`src/rtl/fetch_unit.sv`:
```
// ---------------------------------------------------------------------------
// fetch_unit
//
// Instruction fetch stage sitting directly in front of ctrl. It owns the PC,
// issues one instruction-memory request at a time over a req/rvalid
// handshake, latches the returned word and exposes it, together with the
// op/funct3/funct7 decode fields, until the backend retires it. When an
// instruction retires, the PC moves to pc+4 or to the word-aligned PCTarget,
// depending on PCSrc.
//
// Sequencing: RST -> FETCH -> WAIT -> VALID -> FETCH ...
//   FETCH : one-cycle imem_req pulse, imem_addr = pc
//   WAIT  : wait for imem_rvalid, then capture imem_rdata
//   VALID : instr_valid = 1; hold while stall, retire when stall is low
//
// Ports
//   clk          in   1     clock, all state changes on posedge
//   rst_n        in   1     synchronous active-low reset
//   imem_req     out  1     one-cycle request pulse to instruction memory
//   imem_addr    out  XLEN  request address (always equal to pc)
//   imem_rvalid  in   1     instruction memory response valid
//   imem_rdata   in   32    instruction memory response word
//   stall        in   1     backend not ready, keep the current instruction
//   PCSrc        in   1     1 = next pc is PCTarget, 0 = next pc is pc+4
//   PCTarget     in   XLEN  branch/jump target from the datapath
//   instr        out  32    latched instruction word
//   instr_valid  out  1     instr and its decode fields are valid
//   pc           out  XLEN  address of instr
//   pc_plus4     out  XLEN  pc + 4 (wraps modulo 2^XLEN)
//   op           out  7     instr[6:0]
//   funct3       out  3     instr[14:12]
//   funct7       out  1     instr[30]
//   misalign     out  1     sticky: a taken PCTarget had nonzero low bits
// ---------------------------------------------------------------------------
module fetch_unit #(
    parameter int              XLEN     = 32,
    parameter logic [XLEN-1:0] RESET_PC = {XLEN{1'b0}}
) (
    input  logic            clk,
    input  logic            rst_n,
    output logic            imem_req,
    output logic [XLEN-1:0] imem_addr,
    input  logic            imem_rvalid,
    input  logic [31:0]     imem_rdata,
    input  logic            stall,
    input  logic            PCSrc,
    input  logic [XLEN-1:0] PCTarget,
    output logic [31:0]     instr,
    output logic            instr_valid,
    output logic [XLEN-1:0] pc,
    output logic [XLEN-1:0] pc_plus4,
    output logic [6:0]      op,
    output logic [2:0]      funct3,
    output logic            funct7,
    output logic            misalign
);

    // Canonical RISC-V nop (addi x0, x0, 0) shown while no word has been fetched.
    localparam logic [31:0]     NOP_INSTR = 32'h0000_0013;
    localparam logic [XLEN-1:0] PC_STEP   = {{(XLEN-3){1'b0}}, 3'b100};

    typedef enum logic [1:0] {
        ST_RST   = 2'd0,
        ST_FETCH = 2'd1,
        ST_WAIT  = 2'd2,
        ST_VALID = 2'd3
    } state_e;

    state_e          state_q,       state_d;
    logic [XLEN-1:0] pc_q,          pc_d;
    logic [31:0]     instr_q,       instr_d;
    logic            instr_valid_q, instr_valid_d;
    logic            imem_req_q,    imem_req_d;
    logic            misalign_q,    misalign_d;

    logic [XLEN-1:0] pc_plus4_s;
    logic [XLEN-1:0] target_aligned_s;
    logic [XLEN-1:0] next_pc_s;
    logic            target_misaligned_s;

    // PC arithmetic and next-PC selection used on retirement.
    always_comb begin
        pc_plus4_s          = pc_q + PC_STEP;
        target_aligned_s    = {PCTarget[XLEN-1:2], 2'b00};
        target_misaligned_s = (PCTarget[1:0] != 2'b00);
        if (PCSrc) begin
            next_pc_s = target_aligned_s;
        end else begin
            next_pc_s = pc_plus4_s;
        end
    end

    // Next-state, next-PC and capture logic for the fetch sequencer.
    always_comb begin
        state_d    = state_q;
        pc_d       = pc_q;
        instr_d    = instr_q;
        misalign_d = misalign_q;

        case (state_q)
            ST_RST: begin
                state_d = ST_FETCH;
            end
            ST_FETCH: begin
                // A response in the request cycle itself is not accepted;
                // memory latency is at least one cycle.
                state_d = ST_WAIT;
            end
            ST_WAIT: begin
                if (imem_rvalid) begin
                    state_d = ST_VALID;
                    instr_d = imem_rdata;
                end else begin
                    state_d = ST_WAIT;
                end
            end
            ST_VALID: begin
                // PCSrc/PCTarget only matter on the retiring cycle.
                if (!stall) begin
                    state_d = ST_FETCH;
                    pc_d    = next_pc_s;
                    if (PCSrc && target_misaligned_s) begin
                        misalign_d = 1'b1;
                    end else begin
                        misalign_d = misalign_q;
                    end
                end else begin
                    state_d = ST_VALID;
                end
            end
            default: begin
                // Unreachable encoding: restart cleanly through RST.
                state_d = ST_RST;
            end
        endcase

        // Registered handshake outputs follow the state being entered.
        imem_req_d    = (state_d == ST_FETCH);
        instr_valid_d = (state_d == ST_VALID);
    end

    // State and output registers with synchronous active-low reset.
    always_ff @(posedge clk) begin
        if (!rst_n) begin
            state_q       <= ST_RST;
            pc_q          <= RESET_PC;
            instr_q       <= NOP_INSTR;
            instr_valid_q <= 1'b0;
            imem_req_q    <= 1'b0;
            misalign_q    <= 1'b0;
        end else begin
            state_q       <= state_d;
            pc_q          <= pc_d;
            instr_q       <= instr_d;
            instr_valid_q <= instr_valid_d;
            imem_req_q    <= imem_req_d;
            misalign_q    <= misalign_d;
        end
    end

    assign imem_req    = imem_req_q;
    assign imem_addr   = pc_q;
    assign pc          = pc_q;
    assign pc_plus4    = pc_plus4_s;
    assign instr       = instr_q;
    assign instr_valid = instr_valid_q;
    assign misalign    = misalign_q;
    assign op          = instr_q[6:0];
    assign funct3      = instr_q[14:12];
    assign funct7      = instr_q[30];

endmodule

```
`config.mk`:
```
export PLATFORM = sky130hd
export DESIGN_NAME = fetch_unit
export DESIGN_NICKNAME = d
export VERILOG_FILES = /design/src/rtl/fetch_unit.sv
export SDC_FILE = /design/constraint.sdc
export NUM_CORES = 1
export LEC_CHECK = 0
export BUFFER_PORTS_ARGS = -buffer_cell sky130_fd_sc_hd__buf_2
export CORE_MARGIN = 4
export CORE_UTILIZATION = 47
export CTS_BUF_LIST = sky130_fd_sc_hd__clkbuf_8
export CTS_CLUSTER_SIZE = 10
export DETAILED_ROUTE_END_ITERATION = 6
export GPL_ROUTABILITY_DRIVEN = 0
export PLACE_DENSITY = 0.9
export SYNTH_ARGS = -nofsm -noshare
export SYNTH_HDL_FRONTEND = slang
export SYNTH_SLANG_ARGS = --single-unit
```
`constraint.sdc`:
```
create_clock -name clk -period 2.3 [get_ports clk]
set_input_delay 0.115 -clock clk [delete_from_list [all_inputs] [get_ports clk]]
set_output_delay 0.115 -clock clk [all_outputs]
set_load 0.01 [all_outputs]
```
==> metrics.md, run 1 <==
| Metric | Value |
|---|---|
| Outcome | finished, final reports clean |
| I/O pin count | 211 |
| Chip width | 98.89 µm |
| Peak supply drop | 0.0003099 V |
| Final period util | 0.9693 |
| Post-Route WL | 13260 µm |
| DRC viols | 0 |
| Number of CTS-inserted buffers | 9 |
| Pin count of the biggest net entering global routing | 33 |
| Slew headroom | 0.6355 |
| DR top layer | met4 |
| Avg WL per Cell | 16.55 µm |
| Vias/cell | 5.604 |
| Pins Over Slew Limit | 0 |
| Routed length on met3 | 1074 µm |
| Clk pin slew, worst setup/hold paths | 80 ps |
| Post-DP HPWL | 9327 µm |
| Endpoints failing hold | 0 |
| P_sw | 0.7254 mW |
| Total grt overflow | 0 |
| Crit path cell chain | buf_4, and4_4, nand2b_4, or3_4, or3_1, nand2_1, buf_2 |
| Cell Pwr Density | 518.4 mW/mm² |
| # port buffers | 204 |
| Clk buf depth | 2 |
| Largest fanout on the critical path | 7 |
| Vias in the first global route | 4199 |
| Top achievable clock speed | 448.6 MHz |
| Critical Path Max Stage Delay | 410 ps |
| Initial antenna violation count | 0 |
| Worst clock skew | 10.65 ps |
| # setup viols final | 0 |
| Sequential area share after synthesis | 0.3455 |
| Syn_area_per_cell | 7.452 µm² |
| Area grow syn2layout | 33.68% |
| Worst-Skew Late Latency | 340 ps |
| Total Routing Usage GR | 0.2543 |
| WL met1 | 5000 µm |
| Sequential cell area | 0.001370 mm² |
| Fraction of registers with async set/reset | 0 |
| Int Pwr | 1.965 mW |
| Worst Setup End Kind | output port |
| Synthesized netlist cell count | 521 |
| Synth Register Bits | 67 |
| Die Y-Extent | 98.89 µm |
| Critical-path top delay cell | or3_4 |
| Netlist cell types | 48 |
| Combinational Power Share | 0.140 |
| CTS tree | done |
| Hold crit path type | in2reg |
| Final ANT Viol Nets | 0 |
| RSZ-0062 raised after global routing | yes |
| Clk pwr share | 0.402 |
| Core area | 0.007888 mm² |
| Placed cell area | 0.004720 mm² |
| Hold Path Cell Cnt | 3 |
| Yosys warns | 0 |
| Final Cell Area | 0.005190 mm² |
| Number of diodes | 0 |
| DR WL met2 | 6664 µm |
| Leakage | 2.544 nW |
| Seq pwr share | 0.457 |
| Crit start category | flip-flop |
| Post-synth EDFFs | 0 |
| Layout cells sized above 1 | 0.3948 |
| Final min period | 2229 ps |
| Main synth FF type | dfxtp_1 |
| Total power | 2.691 mW |
| Worst path arrival time | 2110 ps |
| Fillers | 682 |
| Area of the multi-input gates | 0.002100 mm² |
| DR iter-0 viols | 286 |
| H-tree levels | 3 |
| Initial Util | 0.4922 |
| Length of the first detailed-routing pass in iterations | 7 |
| Root Driver | clkbuf_8 |
| Cell Area, Synth | 0.003882 mm² |
| First-pass GRT wire length | 20580 µm |
| Crit path kind | reg2out |
| Worst Tran Pin Value | 542.6 ps |
| Vias | 4489 |
| Max-cap viol count | 0 |
| Row count | 32 |
| Switch share | 0.2696 |
| Die area | 0.009778 mm² |
| Nets | 764 |
| Worst Reg-to-Reg Cells | 6 |
| Clk sink count | 67 |
| Critical Path RT | 2180 ps |
[timing repair]
item                                   in CTS  in global routing
gates cloned                                0                  0
setup endpoints to repair                  10                 15
hold buffers                               10                  1
endpoints found under the hold margin      10                  1
buffers inserted                            0                  5
pin swaps                                   2                  4
resized for setup                          10                 24
[flip-flops by register name, indices dropped and copies added (netlist names)]
name	cells
imem_addr	30
misalign	1
instr	32
instr_valid	1
state_q	2
imem_req	1
[synth_stat cells, drive strengths merged (2+ instances only)]
cell     count  area, µm²
nand2       95      356.6
o31ai        4      30.03
and4         4      35.03
nand2b       2      12.51
o21a         2      15.01
xnor2       15      131.4
nor3        10      50.05
a2111oi      2      17.52
xor2        12      105.1
or4          2      15.01
a22oi        7      52.55
a211oi       3      22.52
buf         60      410.4
a21oi       50      250.2
a32o         2      20.02
clkbuf      26      97.59
nand3b       2      15.01
dfxtp       67       1341
a22o         3      26.28
o41ai        2      17.52
nor4        11      75.07
nor2        31      116.4
mux2i        6      60.06
a31oi        6      37.54
and3        13      81.33
a21o         2      15.01
o22ai        4      25.02
inv          8      30.03
or3          4      25.02
nor3b        2      15.01
o21ai       21      105.1
nand3       24      120.1
nand4        7      58.81
nor2b        2      12.51
[cell families after synthesis]
logic type | count (synthesis) | share of synthesized area
mux | 6 | 0.01547
compound gates | 113 | 0.1747
other cells | 1 | 0.0009659
flops | 67 | 0.3455
simple gates | 212 | 0.2607
buf+inv | 94 | 0.1386
xor+xnor | 27 | 0.06091
fa+ha+maj | 1 | 0.003222
[through the flow]
stage | worst slack, ps | util | std cells | hold slack (ps) | setup TNS [ps]
after detailed placement | 150.0 | 0.5984 | 769 | 331.4 | 0
after CTS | 15.00 | 0.6426 | 795 | 0.04574 | 0
final | 70.60 | 0.6580 | 801 | 11.92 | 0
after floorplan | 103.1 | - | 526 | 239.1 | 0
after global placement | 259.6 | 0.5984 | 769 | 325.1 | 0
after global routing | -25.29 | 0.6580 | 801 | 7.791 | -75.82
[routing by layer]
layer | up-vias | GRT usage
met5 | - | 0
met4 | 0 | 0.1271
met3 | 59 | 0.04246
met2 | 271 | 0.4339
met1 | 2057 | 0.3075
li1 | 2102 | -
[cells in the final DEF, fill, tap and decap left out, drive strengths merged, types with 3 or more instances in the layout]
cell and instances:
o21ai 21, a22o 3, nor4 11, dfxtp 67, or3 4, nand4 7
xor2 12, mux2i 6, clkinv 3, a31oi 6, a21oi 50, nor3 10
buf 232, o22ai 4, xnor2 15, and3 13, inv 9, o31ai 4
nand2 95, a211oi 3, conb 6, and4 4, a22oi 7, clkbuf 9
nor2 31, nand3 24, dlygate4sd3 11
[power groups by stage]
| stage | sequential, mW | combinational (mW) | clock, mW |
|---|---|---|---|
| after floorplan | 1.27 | 0.201 | 0 |
| after global placement | 1.26 | 0.347 | 0 |
| after detailed placement | 1.26 | 0.355 | 0 |
| after CTS | 1.23 | 0.370 | 1.10 |
| after global routing | 1.23 | 0.415 | 1.15 |
| final | 1.23 | 0.378 | 1.08 |
[worst max-delay path: cells and delay by family, from the launching register on]
kind | cells | cell delay [ps]
buffers and inverters | 2 | 280
flip-flops | 1 | 360
AND/OR/NAND/NOR | 5 | 1130
[final timing paths]
path,end,from,slack [ps]
hold reg to reg,instr[8],instr[8],450
setup reg to reg,imem_addr[25],imem_addr[2],270
setup / recovery,pc_plus4[31],imem_addr[3],70
hold / removal,instr[25],imem_rdata[25],10
[cell type report]
cell class / count / area share
clock buffers: 9 / 0.02387
multi-input cells: 365 / 0.4045
flip-flops and latches: 67 / 0.2640
inverters: 8 / 0.005786
repair buffers: 243 / 0.2592
well taps: 102 / 0.02459
clock inverters: 7 / 0.01808
Note: power is estimated with default switching activity, not from simulation.
==> inputs of run 2 (changes only) <==
--- a/config.mk
+++ b/config.mk
@@ -5,6 +5,7 @@
 export SDC_FILE = /design/constraint.sdc
 export NUM_CORES = 1
 export LEC_CHECK = 0
+export ABC_CLOCK_PERIOD_IN_PS = 2300
 export BUFFER_PORTS_ARGS = -buffer_cell sky130_fd_sc_hd__buf_2
 export CORE_MARGIN = 4
 export CORE_UTILIZATION = 47
==> constraint.sdc (replaced) <==
create_clock -name clk -period 2.3 [get_ports clk]
set_input_delay 0.46 -clock clk [delete_from_list [all_inputs] [get_ports clk]]
set_output_delay 0.46 -clock clk [all_outputs]
set_load 0.01 [all_outputs]
==> metrics.md, run 2 (same netlist as run 1, synthesis figures left out) <==
| Metric | Value |
|---|---|
| Pins Over Slew Limit | 0 (unchanged) |
| Nets | 803 (+5.1%) |
| Die area | 0.009778 mm² (unchanged) |
| Largest fanout on the critical path | 4 (-3) |
| Initial Util | 0.4922 (unchanged) |
| Endpoints failing hold | 0 (unchanged) |
| Placed cell area | 0.004917 mm² (+4.2%) |
| Fillers | 555 (-19%) |
| Vias in the first global route | 4527 (+7.8%) |
| Area of the multi-input gates | 0.002357 mm² (+12%) |
| Worst path arrival time | 2070 ps (-40 ps) |
| Root Driver | clkbuf_8 |
| Setup ws final | -233.5 ps (-304.1 ps) |
| Cell Pwr Density | 486.9 mW/mm² (-6.1%) |
| Pin count of the biggest net entering global routing | 33 (unchanged) |
| Worst Setup End Kind | output port |
| Clk buf depth | 2 (unchanged) |
| Number of diodes | 0 (unchanged) |
| Peak supply drop | 0.0004487 V (+45%) |
| Dpl ws | -60.90 ps (-210.9 ps) |
| Hold crit path type | in2reg |
| First-pass GRT wire length | 22160 µm (+7.7%) |
| Worst clock skew | 9.706 ps (-0.9481 ps) |
| Worst R2R End | imem_addr[31] |
| Area grow syn2layout | 49.02% |
| Total grt overflow | 0 (unchanged) |
| Post-cts hold buffer count | 0 (-10) |
| Final period util | 1.102 (+0.1322) |
| Worst R2R Setup Slack | 120 ps (-150 ps) |
| Clk sink count | 67 (unchanged) |
| Most common cell after layout, fill and taps aside | buf_2 |
| Initial antenna violation count | 0 (unchanged) |
| Clk pin slew, worst setup/hold paths | 70 ps (about the same) |
| Total Routing Usage GR | 0.2784 (+0.02407) |
| Vias | 4840 (+7.8%) |
| Worst Tran Pin Value | 569.1 ps (+26.55 ps) |
| Crit path kind | reg2out |
| H-tree levels | 3 (unchanged) |
| Crit start category | flip-flop |
| Highest-count cells in the layout ignoring fill and taps | buf_2 (204), nand2_1 (94), buf_4 (68), a21oi_1 (50), dfxtp_1 (50) |
| Max reg flops | 32 (unchanged) |
| Worst-Skew Late Latency | 350 ps (about the same) |
| Layout cells sized above 1 | 0.4837 (+0.08889) |
| Failing checks | negative setup slack |
| # port buffers | 204 (unchanged) |
| # setup viols final | 20 (+20) |
| Die Y-Extent | 98.89 µm (unchanged) |
| Critical Path RT | 1840 ps (-340 ps) |
| Final Cell Area | 0.005786 mm² (+11%) |
| Row count | 32 (unchanged) |
| I/O pin count | 211 (unchanged) |
| DRC viols | 0 (unchanged) |
| CTS tree | done |
| Hold Path Cell Cnt | 3 (unchanged) |
| Chip width | 98.89 µm (unchanged) |
| DR iter-0 viols | 416 (+45%) |
| Sequential cell area | 0.001368 mm² (-0.18%) |
| Avg WL per Cell | 18.39 µm (+11%) |
| Top achievable clock speed | 394.7 MHz (-12%) |
| Length of the first detailed-routing pass in iterations | 6 (-1) |
| Worst r2r src | imem_addr[3] |
| Post-layout util | 0.7335 (+0.07551) |
| Post-DP HPWL | 9644 µm (+3.4%) |
| Final min period | 2533 ps (+304.1 ps) |
| Worst hold path startpoint | imem_rdata[0] |
| RSZ-0062 raised after global routing | yes |
| Outcome | finished with violations |
| Vias/cell | 5.762 (+2.8%) |
| Core area | 0.007888 mm² (unchanged) |
| Final ANT Viol Nets | 0 (unchanged) |
| Leakage | 2.937 nW (+15%) |
| Max-cap viol count | 0 (unchanged) |
| Number of CTS-inserted buffers | 9 (unchanged) |
| Worst Reg-to-Reg Cells | 8 (+2) |
| Hold Path Sink | instr[0] |
| Slew headroom | 0.6171 (-0.01842) |
| Post-Route WL | 15450 µm (+17%) |
run 2: cell types whose count changed in the layout (fill, tap and decap cells not counted), moves of 4 or more:
cell	delta
xnor2_2	+5
nor4_4	+6
nor2_1	-4
dfxtp_2	+7
buf_6	+7
nand3_4	+5
dfxtp_1	-4
buf_4	+41
nand3_1	-8
dlygate4sd3_1	-11
and3_4	+4
xnor2_1	-5
run 2: layout make-up:
cell class	instances	share of cell area
Sequential cell	67	0.2364
Inverter	8	0.005190
Timing Repair Buffer	282	0.2872
Multi-Input combinational cell	365	0.4074
Clock buffer	9	0.02141
Tap cell	102	0.02206
Clock inverter	7	0.02033
run 2: worst max-delay path: stages (launching register included):
cell      delay (ps)
dfxtp_4          390
buf_6            110
and4_4           240
nand2b_4          70
or3_4            420
or3_1            310
nand2_1           70
buf_2            120
run 2: how the worst max path moves through the flow:
stage,startpoint,end,slack (ps),cells past startpoint
floorplan,imem_addr[2],pc_plus4[26],-0.9,5
global placement,imem_addr[2],pc_plus4[28],20,6
detailed placement,imem_addr[3],pc_plus4[28],-60,6
CTS,imem_addr[3],pc_plus4[31],-190,7
global route,imem_addr[15],pc_plus4[27],-280,7
finish,imem_addr[3],pc_plus4[31],-230,7
run 2: repair_timing:
action,4_1_cts,5_1_grt
endpoints found under the hold margin,0,0
setup endpoints to repair,23,23
buffers inserted,17,18
resized for setup,48,35
pin swaps,12,22
run 2: per-stage QoR:
stage                     TNS [ps]  hold slack, ps  cells  power (mW)
after floorplan            -0.9444           480.5    526       1.475
after global placement           0           438.3    790       1.612
after detailed placement    -155.2           444.7    790       1.625
after CTS                    -1073           315.6    823       2.813
after global routing         -3720           336.3    840       2.915
final                        -2200           333.7    840       2.817
run 2: where the power goes:
part           internal, mW  switching, mW
clock                 0.718          0.473
combinational         0.163          0.230
sequential             1.20         0.0338
total                  2.08          0.738
run 2: layer usage:
layer / vias to the layer above / GRT usage / routed length, µm
li1: 2178 / - / -
met1: 2209 / 0.3052 / 5376
met2: 367 / 0.4928 / 7621
met3: 86 / 0.05803 / 1467
met4: 0 / 0.1618 / 982
met5: - / 0 / 0
==> inputs of run 3 (changes only) <==
--- a/config.mk
+++ b/config.mk
@@ -5,15 +5,16 @@
 export SDC_FILE = /design/constraint.sdc
 export NUM_CORES = 1
 export LEC_CHECK = 0
+export ABC_AREA = 1
 export ABC_CLOCK_PERIOD_IN_PS = 2300
 export BUFFER_PORTS_ARGS = -buffer_cell sky130_fd_sc_hd__buf_2
 export CORE_MARGIN = 4
-export CORE_UTILIZATION = 47
+export CORE_UTILIZATION = 46
 export CTS_BUF_LIST = sky130_fd_sc_hd__clkbuf_8
 export CTS_CLUSTER_SIZE = 10
 export DETAILED_ROUTE_END_ITERATION = 6
 export GPL_ROUTABILITY_DRIVEN = 0
-export PLACE_DENSITY = 0.9
+export PLACE_DENSITY = 0.89
 export SYNTH_ARGS = -nofsm -noshare
 export SYNTH_HDL_FRONTEND = slang
 export SYNTH_SLANG_ARGS = --single-unit
==> metrics.md, run 3 <==
| Metric | Value |
|---|---|
| Outcome | finished, final reports clean |
| Core area | 0.007888 mm² (unchanged) |
| Switch share | 0.2940 (+0.03216) |
| Area of the multi-input gates | 0.001972 mm² (-16%) |
| Leakage | 2.553 nW (-13%) |
| Max reg flops | 32 (unchanged) |
| Final min period | 2223 ps (-310.5 ps) |
| Synth Register Bits | 67 (unchanged) |
| Vias | 4123 (-15%) |
| Worst path arrival time | 1760 ps (-310 ps) |
| I/O pin count | 211 (unchanged) |
| Root Driver | clkbuf_8 |
| DRC viols | 0 (unchanged) |
| P_sw | 0.8383 mW (+14%) |
| Hold crit path type | in2reg |
| Area grow syn2layout | 28.56% |
| WL met1 | 4388 µm (-18%) |
| Post-Route WL | 11370 µm (-26%) |
| Fillers | 715 (+29%) |
| Number of CTS-inserted buffers | 9 (unchanged) |
| Setup ws final | 77.01 ps (+310.5 ps) |
| Worst r2r src | state_q[0] |
| Clk sink count | 67 (unchanged) |
| Vias/cell | 5.022 (-13%) |
| Largest fanout on the critical path | 5 (+1) |
| Highest-count cells in the layout ignoring fill and taps | buf_2 (204), nand2_1 (113), nor2_1 (90), o21ai_0 (59), a21oi_1 (56) |
| Final period util | 0.9665 (-0.1350) |
| H-tree levels | 3 (unchanged) |
| DR top layer | met4 |
| Die area | 0.009805 mm² (+0.27%) |
| Seq pwr share | 0.461 (+0.023) |
| Post-synth top area cell | dfxtp_1 |
| Worst Tran Pin Value | 974.8 ps (+405.7 ps) |
| Worst clock skew | 11.12 ps (+1.410 ps) |
| Die Y-Extent | 99.02 µm (+0.14%) |
| Total Routing Usage GR | 0.2228 (-0.05560) |
| Total grt overflow | 0 (unchanged) |
| Clk buf depth | 2 (unchanged) |
| Cell Area, Synth | 0.003811 mm² (-1.8%) |
| Worst Setup End Kind | output port |
| Clk pwr share | 0.364 (-0.059) |
| Final ANT Viol Nets | 0 (unchanged) |
| Nets | 784 (-2.4%) |
| Synthesized netlist cell count | 554 (+6.3%) |
| Top achievable clock speed | 449.8 MHz (+14%) |
| Most common cell after layout, fill and taps aside | buf_2 |
| Post-DP HPWL | 8357 µm (-13%) |
| Dpl ws | 278.5 ps (+339.4 ps) |
| Length of the first detailed-routing pass in iterations | 6 (unchanged) |
| DR iter-0 viols | 162 (-61%) |
| Crit path kind | reg2out |
| First-pass GRT wire length | 18160 µm (-18%) |
| # setup viols final | 0 (-100%) |
| Endpoints failing hold | 0 (unchanged) |
| Avg WL per Cell | 13.85 µm (-25%) |
| Worst R2R Setup Slack | 630 ps (+510 ps) |
| Critical Path RT | 1840 ps (about the same) |
| Cell Pwr Density | 581.9 mW/mm² (+20%) |
| Setup crit start | imem_addr[3] |
| Critical path capture point | pc_plus4[26] |
| Commonest cells post-synth | nand2_1 (115), nor2_1 (92), dfxtp_1 (67), o21ai_0 (59), a21oi_1 (56) |
| Number of diodes | 0 (unchanged) |
| Sequential cell area | 0.001368 mm² (unchanged) |
| Combinational Power Share | 0.175 (+0.035) |
| DR WL met2 | 5498 µm (-28%) |
| CTS tree | done |
| Worst Reg-to-Reg Cells | 6 (-2) |
| Worst R2R End | instr_valid |
| Most common cell in the netlist | nand2_1 |
| Vias in the first global route | 4022 (-11%) |
| Post-synth EDFFs | 0 (unchanged) |
| Initial Util | 0.4832 (-0.009042) |
| Peak supply drop | 0.0003448 V (-23%) |
| Layout cells sized above 1 | 0.3992 (-0.08457) |
| Slew headroom | 0.3494 (-0.2677) |
| Yosys warns | 0 (unchanged) |
| Initial antenna violation count | 0 (unchanged) |
| Clk pin slew, worst setup/hold paths | 80 ps (about the same) |
| # port buffers | 204 (unchanged) |
| Fraction of registers with async set/reset | 0 (unchanged) |
| Netlist cell types | 24 (-50%) |
| Routed length on met3 | 1273 µm (-13%) |
| Top-area cell type share of the netlist area | 0.3519 (+0.006465) |
| Int Pwr | 2.013 mW (-3.2%) |
| Pins Over Slew Limit | 0 (unchanged) |
| Worst-Skew Late Latency | 330 ps (-20 ps) |
| Max-cap viol count | 0 (unchanged) |
| Chip width | 99.02 µm (+0.14%) |
| Crit start category | flip-flop |
| Syn_area_per_cell | 6.879 µm² (-7.7%) |
| Ranking of synthesized cells by area | dfxtp_1 (35%), nand2_1 (11%), buf_4 (9.3%), nor2_1 (9.1%), o21ai_0 (7.7%) |
| Row count | 32 (unchanged) |
| RSZ-0062 raised after global routing | yes |
| Main synth FF type | dfxtp_1 |
| Post-cts hold buffer count | 0 (unchanged) |
| Fin Hold WS | 336.5 ps (+2.800 ps) |
| Sequential area share after synthesis | 0.3519 (+0.006465) |
| Pin count of the biggest net entering global routing | 35 (+6.1%) |
## run 3: critical path, cell delays in order, from the launching register on
cell	delay, ps
dfxtp_2	360
ha_4	150
nand2_2	60
nor2_4	110
nand2_4	100
nor2_4	220
nand2_1	80
nand2_1	70
and2_1	130
buf_2	130
## run 3: cells by family after synthesis
logic type,after synthesis,share of synthesized area
AOI/OAI and AO/OA,118,0.1563
xor gates and xnor gates,15,0.04826
adders and majority gates,1,0.003282
buffers and inverters,99,0.1454
DFF,67,0.3519
other,1,0.0009840
and+or+nand+nor,253,0.2938
## run 3: what timing repair did
item / CTS / global route
endpoints found under the setup margin: 6 / 17
pin swaps: 2 / 8
gates resized for setup: 4 / 25
setup buffers: 2 / 3
## run 3: stage by stage
step	power (mW)	TNS, ps	std cells	instance area (µm²)	utilization
floorplan	1.638	0	559	3830	-
global placement	1.816	0	800	4589	0.5819
detailed placement	1.831	0	800	4589	0.5819
CTS	2.869	0	818	4822	0.6114
global route	2.987	-57.45	821	4900	0.6212
finish	2.851	0	821	4900	0.6212
## run 3: worst min-delay path by stage
stage / cells past startpoint / to / startpoint
final: 3 / instr[1] / imem_rdata[1]
after global routing: 3 / instr[13] / imem_rdata[13]
after CTS: 3 / instr[1] / imem_rdata[1]
after detailed placement: 2 / misalign / misalign
after global placement: 2 / misalign / misalign
after floorplan: 2 / instr[0] / instr[0]
## run 3: layout make-up
cell class / count / area share
multi-input combinational: 393 / 0.4025
sequential: 67 / 0.2791
timing repair buffer: 215 / 0.2278
clock buffer: 11 / 0.03090
tap: 102 / 0.02605
inverter: 28 / 0.02145
clock inverter: 5 / 0.01226
## run 3: routing by layer
layer,vias to the layer above,global-route usage
met5,-,0
met4,0,0.07668
met3,27,0.07219
met2,229,0.3920
met1,1837,0.2522
li1,2030,-
## run 3: power groups by stage
stage | combinational (mW) | sequential [mW] | clock, mW
after floorplan | 0.278 | 1.36 | 0
after global routing | 0.555 | 1.33 | 1.10
after detailed placement | 0.498 | 1.33 | 0
after CTS | 0.503 | 1.31 | 1.06
final | 0.500 | 1.31 | 1.04
after global placement | 0.486 | 1.33 | 0
